[src/rtl/button_conditioner.sv]
// Three-channel push-button front end: 2-flop synchroniser, per-channel debouncer, press strobe.
// Define BUTTON_AUTO_REPEAT_EN to add per-channel auto-repeat pulses while a button is held.
module button_conditioner #(
    parameter int unsigned DB_CNT        = 1_000_000,
    parameter int unsigned REPEAT_DELAY  = 50_000_000,
    parameter int unsigned REPEAT_PERIOD = 10_000_000
) (
    input  logic       clk,
    input  logic       reset,
    input  logic [2:0] msr_raw,
    output logic [2:0] msr_level,
    output logic [2:0] msr_pulse
);

    localparam int unsigned DB_W = (DB_CNT > 1) ? $clog2(DB_CNT) : 1;
    localparam logic [DB_W-1:0] DB_LAST = DB_W'(DB_CNT - 1);

    if (DB_CNT < 2 || REPEAT_DELAY < 2 || REPEAT_PERIOD < 2) begin : g_bad_params
        $error("button_conditioner: DB_CNT, REPEAT_DELAY and REPEAT_PERIOD must be >= 2");
    end

    logic [2:0]      sync1_q, sync2_q;
    logic [DB_W-1:0] db_cnt_q [3];
    logic [DB_W-1:0] db_cnt_d [3];
    logic [2:0]      level_d, pulse_d, press;

    // A change is accepted only after DB_CNT consecutive cycles of disagreement with the level.
    always_comb begin
        level_d = msr_level;
        press   = '0;
        for (int i = 0; i < 3; i++) begin
            db_cnt_d[i] = '0;
            if (sync2_q[i] != msr_level[i]) begin
                if (db_cnt_q[i] == DB_LAST) begin
                    level_d[i] = ~msr_level[i];
                    press[i]   = ~msr_level[i];
                end else begin
                    db_cnt_d[i] = db_cnt_q[i] + DB_W'(1);
                end
            end
        end
    end

`ifdef BUTTON_AUTO_REPEAT_EN
    localparam int unsigned RP_MAX = (REPEAT_DELAY > REPEAT_PERIOD) ? REPEAT_DELAY : REPEAT_PERIOD;
    localparam int unsigned RP_W   = (RP_MAX > 1) ? $clog2(RP_MAX) : 1;
    localparam logic [RP_W-1:0] DELAY_LAST  = RP_W'(REPEAT_DELAY - 1);
    localparam logic [RP_W-1:0] PERIOD_LAST = RP_W'(REPEAT_PERIOD - 1);

    logic [RP_W-1:0] rp_cnt_q [3];
    logic [RP_W-1:0] rp_cnt_d [3];
    logic [2:0]      rp_armed_q, rp_armed_d, repeat_fire;

    // The counter keeps its cadence even when a fire is masked by a pending release.
    always_comb begin
        rp_armed_d  = '0;
        repeat_fire = '0;
        for (int i = 0; i < 3; i++) begin
            rp_cnt_d[i] = '0;
            if (msr_level[i]) begin
                rp_armed_d[i] = rp_armed_q[i];
                if (rp_cnt_q[i] == (rp_armed_q[i] ? PERIOD_LAST : DELAY_LAST)) begin
                    rp_armed_d[i]  = 1'b1;
                    repeat_fire[i] = (sync2_q[i] == msr_level[i]);
                end else begin
                    rp_cnt_d[i] = rp_cnt_q[i] + RP_W'(1);
                end
            end
        end
        pulse_d = press | repeat_fire;
    end

    always_ff @(posedge clk or negedge reset) begin
        if (!reset) begin
            rp_armed_q <= '0;
            for (int i = 0; i < 3; i++) begin
                rp_cnt_q[i] <= '0;
            end
        end else begin
            rp_armed_q <= rp_armed_d;
            for (int i = 0; i < 3; i++) begin
                rp_cnt_q[i] <= rp_cnt_d[i];
            end
        end
    end
`else
    always_comb begin
        pulse_d = press;
    end
`endif

    always_ff @(posedge clk or negedge reset) begin
        if (!reset) begin
            sync1_q   <= '0;
            sync2_q   <= '0;
            msr_level <= '0;
            msr_pulse <= '0;
            for (int i = 0; i < 3; i++) begin
                db_cnt_q[i] <= '0;
            end
        end else begin
            sync1_q   <= msr_raw;
            sync2_q   <= sync1_q;
            msr_level <= level_d;
            msr_pulse <= pulse_d;
            for (int i = 0; i < 3; i++) begin
                db_cnt_q[i] <= db_cnt_d[i];
            end
        end
    end

endmodule

[config.mk]
export PLATFORM = sky130hd
export DESIGN_NAME = button_conditioner
export DESIGN_NICKNAME = d
export VERILOG_FILES = /design/src/rtl/button_conditioner.sv
export SDC_FILE = /design/constraint.sdc
export NUM_CORES = 1
export LEC_CHECK = 0
export BUFFER_PORTS_ARGS = -buffer_cell sky130_fd_sc_hd__buf_2
export CORE_UTILIZATION = 55
export DETAILED_ROUTE_END_ITERATION = 10
export PLACE_DENSITY = 0.75
export SKIP_LAST_GASP = 1
export SLEW_MARGIN = 10
export SYNTH_ARGS = -nofsm -noshare
export SYNTH_HDL_FRONTEND = slang
export SYNTH_SLANG_ARGS = --single-unit
[constraint.sdc]
create_clock -name clk -period 2 [get_ports clk]
set_input_delay 0.1 -clock clk [delete_from_list [all_inputs] [get_ports clk]]
set_output_delay 0.1 -clock clk [all_outputs]
set_load 0.01 [all_outputs]
== Word-level counts from Yosys, hierarchy flattened ==
Cells that the tools add are included.
Storage, ports and cells
  flip-flop bits (word level): 72
  input bits: 5
  output and inout bits: 6
  logic and storage cells: 36
Cells by class
  add/sub/neg operators: 3
  eq/ne operators: 6
  muxes and demuxes: 12
  bitwise gates (word level): 3
  reductions and logical operators: 3
Operators with widths (number)
  $mux 20: 6
  $add 20x1->20 const B: 3
  $eq 20x20->1 const B: 3
  $mux 1: 6
  $reduce_and 2->1: 3
  $ne 1x1->1: 3
  $not 1->1: 3

== Logic depth before layout (Yosys ltp) ==
  depth after elaboration: 3
  gate-level depth with buffers: 6
  mapped depth without buffers: 5

== Worst setup path after synthesis ==
No wires, ideal clock.
  path type: reg2reg
  start point: register db_cnt_q[0] (netlist bit)
  end point: register db_cnt_q[18] (netlist bit)
  arrival time: 1.893 ns
  required time: 1.922 ns
  slack: 0.029 ns
  stages on the path, launching flop included: 7
  cell sequence: dfrtp_1 -> ha_1 -> nand2_1 -> or4_1 -> buf_2 -> or4_1 -> a21oi_1
RTL lines
  start: declaration: RTL line 23  | logic [DB_W-1:0] db_cnt_q [3];
  start signal: indexed assignment: RTL line 107  | db_cnt_q[i] <= db_cnt_d[i];

==> flow_summary.ini <==
[run_status]
outcome = completed

[grt]
grt_max_degree = 42
grt_pass1_wl_um = 11100
met3_usage = 0.0682
track_usage = 0.229
overflow = 0
first_global_vias = 2565
grt.busiest_layer = met2
use_met1 = 0.262
met2_usage = 0.391
grt_antenna_before_repair = 0

[yosys]
yosys.cell_count.top_type = dfrtp_1
syn_inst = 343
syn_nets = 351
synth_simple_gate_area_frac = 0.257
muxShareOfSynthArea = 0.0126
synth_edf_count = 0
synth_top_family_by_area = simple AND/OR/NAND/NOR gates
synth_cell_type_count = 30
yosysWarnings = 0
synth_area_leaders = dfrtp_1 53%, xnor2_1 4.7%, xor2_1 4.7%
synthXorXnorAreaFrac = 0.0933
ys_async_sr_fraction = 1.00
yosysTopAreaCellShare = 0.533
yosys_most_used_dff = dfrtp_1
synth_compound_area_frac = 0.0696
ys_ff_latch = 72
yosys-top-cells-count = 72 x dfrtp_1, 41 x nor2_1, 24 x nand3_1
synth_area_um2 = 3380
synth_area_leader_cell = dfrtp_1
synth_seq_area_share = 0.533
synth_area_per_cell_um2 = 9.85
synth_fa_ha_area_frac = 0.0111

[route]
ant_nets = 0
drc_errors = 0
routedWlPerCell_um = 14.0
first_pass_iters = 4
viasPerCell = 5.70
drt_iter0_drc = 98
vias = 2605
wl_um = 6390

[cts]
cts_max_path_buffers = 2
worst_skew_pair.late_latency_ns = 0.35
cts_buffers = 9
cts_setup_buffers = 0
cts_tree = yes
cts_sinks = 72
clkTransAtPathRegs_ns = 0.08
clockRootBuffer = clkbuf_8
htreeDepth = 3

[timing]
report.final.setup_viol = 0
holdWs_ns = 0.246
layout_setup_ws_ns = 0.0654
finalCritPeriodShare = 0.967
grt_setup_unrepaired = true
finClkSkew_ns = 0.00983
max_freq_mhz = 517
finalHoldViolations = 0
slew_headroom = 0.671
tightest_slew_ns = 0.490
period_needed_ns = 1.93
drv_slew = 0
tns_ns = 0

[floorplan]
die-area_um2 = 6460
die_w_um = 80.4
die_h_um = 80.4
core_area_um2 = 5920
start_util = 0.571
rows = 28
io_pins = 11

[hold_path]
hold_class = in2async

[worst_setup_path]
crit_fanout = 8
cp-start-kind = register
cp_slowest_cell = or4_4
cp_slowest_stage_delay_ns = 0.57
reg2reg_depth = 5
worstReg2RegStart = db_cnt_q[0]$_DFF_PN0_
cp_cell_sequence = ha_1 -> nand2_1 -> or4_4 -> or4_1 -> a21oi_2
r2r-end = db_cnt_q[18]$_DFF_PN0_
cp-end-kind = register
worstPathBufferInverterCount = 0
critPathArrivalTime_ns = 2.21
path_class = reg2reg
crit_family = simple AND/OR/NAND/NOR gates
required_ns = 2.28
r2r_setup_slack_ns = 0.07

[cells_and_area]
area_growth_pct = 14.7
final_area_um2 = 3880
nNetsFinal = 385
fin_util = 0.655
layout-drive-gt1-share = 0.147
n_fill_cell = 471
diodes = 0

[run]
max_cap_viol_count = 0

[placement]
dpl_cell_area_um2 = 3630
gp_congestion = 0.811
pre_cts_slack_ns = 0.0316
portBuffers = 10
hpwlAfterDp_um = 4470

[pwr]
p_per_area_nw_per_um2 = 680
vdd_drop_max_v = 0.000568
leakagePower_nw = 1.61
[power by group]
part / total, W / internal (W) / switching [W]
Sequential: 0.00149 / 0.00148 / 0.0000159
Combinational: 0.000120 / 0.0000473 / 0.0000731
Clock: 0.00102 / 0.000459 / 0.000565
Total: 0.00264 / 0.00198 / 0.000654
[cells by family (layout without fill, tap and decap cells)]
kind of cell | after synthesis | after routing
compound gates | 45 | 45
mux | 4 | 4
simple gates | 163 | 163
flops | 72 | 72
buf+inv | 20 | 59
xor+xnor | 36 | 36
fa+ha+maj | 3 | 3
[how the worst max path moves through the flow]
stage          depth (start not counted)                   from                endpoint
2_1_floorplan                          6  db_cnt_q[0]$_DFF_PN0_  db_cnt_q[18]$_DFF_PN0_
3_3_place_gp                           5  db_cnt_q[0]$_DFF_PN0_  db_cnt_q[18]$_DFF_PN0_
3_5_place_dp                           5  db_cnt_q[1]$_DFF_PN0_  db_cnt_q[18]$_DFF_PN0_
4_1_cts                                5  db_cnt_q[1]$_DFF_PN0_  db_cnt_q[18]$_DFF_PN0_
5_1_grt                                5  db_cnt_q[0]$_DFF_PN0_  db_cnt_q[18]$_DFF_PN0_
6_report                               5  db_cnt_q[0]$_DFF_PN0_  db_cnt_q[18]$_DFF_PN0_
[cells in the final DEF (no fill, tap or decap), types with 5 or more instances in the layout]
cell type | netlist | routed
a21oi_1 | 19 | 17
nor2_1 | 41 | 41
xor2_1 | 18 | 18
inv_1 | 12 | 12
nand4_1 | 16 | 16
nand3_1 | 24 | 24
nor3_1 | 9 | 9
buf_4 | 0 | 16
o21ai_0 | 21 | 19
nor4_1 | 13 | 13
buf_2 | 2 | 10
and3_1 | 7 | 7
clkbuf_8 | 0 | 9
dfrtp_1 | 72 | 71
or4_4 | 0 | 5
or3_1 | 13 | 13
nand2_1 | 17 | 17
xnor2_1 | 18 | 18
[per-layer routing]
metal  vias to the layer above  part of all wire
li1                       1289                 -
met1                      1252              0.44
met2                        52              0.51
met3                        12             0.036
met4                         0             0.018
met5                         -                 0
[flip-flops by register name, summed over array words and instances (netlist names)]
register	count
msr_pulse	3
msr_level	3
db_cnt_q	60
sync2_q	3
sync1_q	3
[through the flow]
stage          instances  power [W]
6_report             457    0.00264
5_1_grt              457    0.00275
4_1_cts              457    0.00267
3_5_place_dp         437    0.00164
3_3_place_gp         437    0.00163
2_1_floorplan        343    0.00156
[repair_timing]
| item | CTS | global route |
|---|---|---|
| endpoints found under the hold margin | 75 | 0 |
| endpoints found under the setup margin | 0 | 5 |
| hold buffers | 4 | 0 |
| resized for setup | 0 | 8 |
[worst min-delay path, cell delays in order]
cell	delay, ns
dlygate4sd3_1	0.51
buf_2	0.13
buf_12	0.22
[layout make-up]
class                   count  area, µm²  share of cell area
flip-flops and latches     72       1800               0.465
multi-input cells         251       1530               0.394
repair buffers             31        230              0.0594
clock buffers               9        124              0.0320
well taps                  75       93.8              0.0242
clock inverters             7       53.8              0.0139
inverters                  12       45.0              0.0116
(Power assumes the default switching activity.)
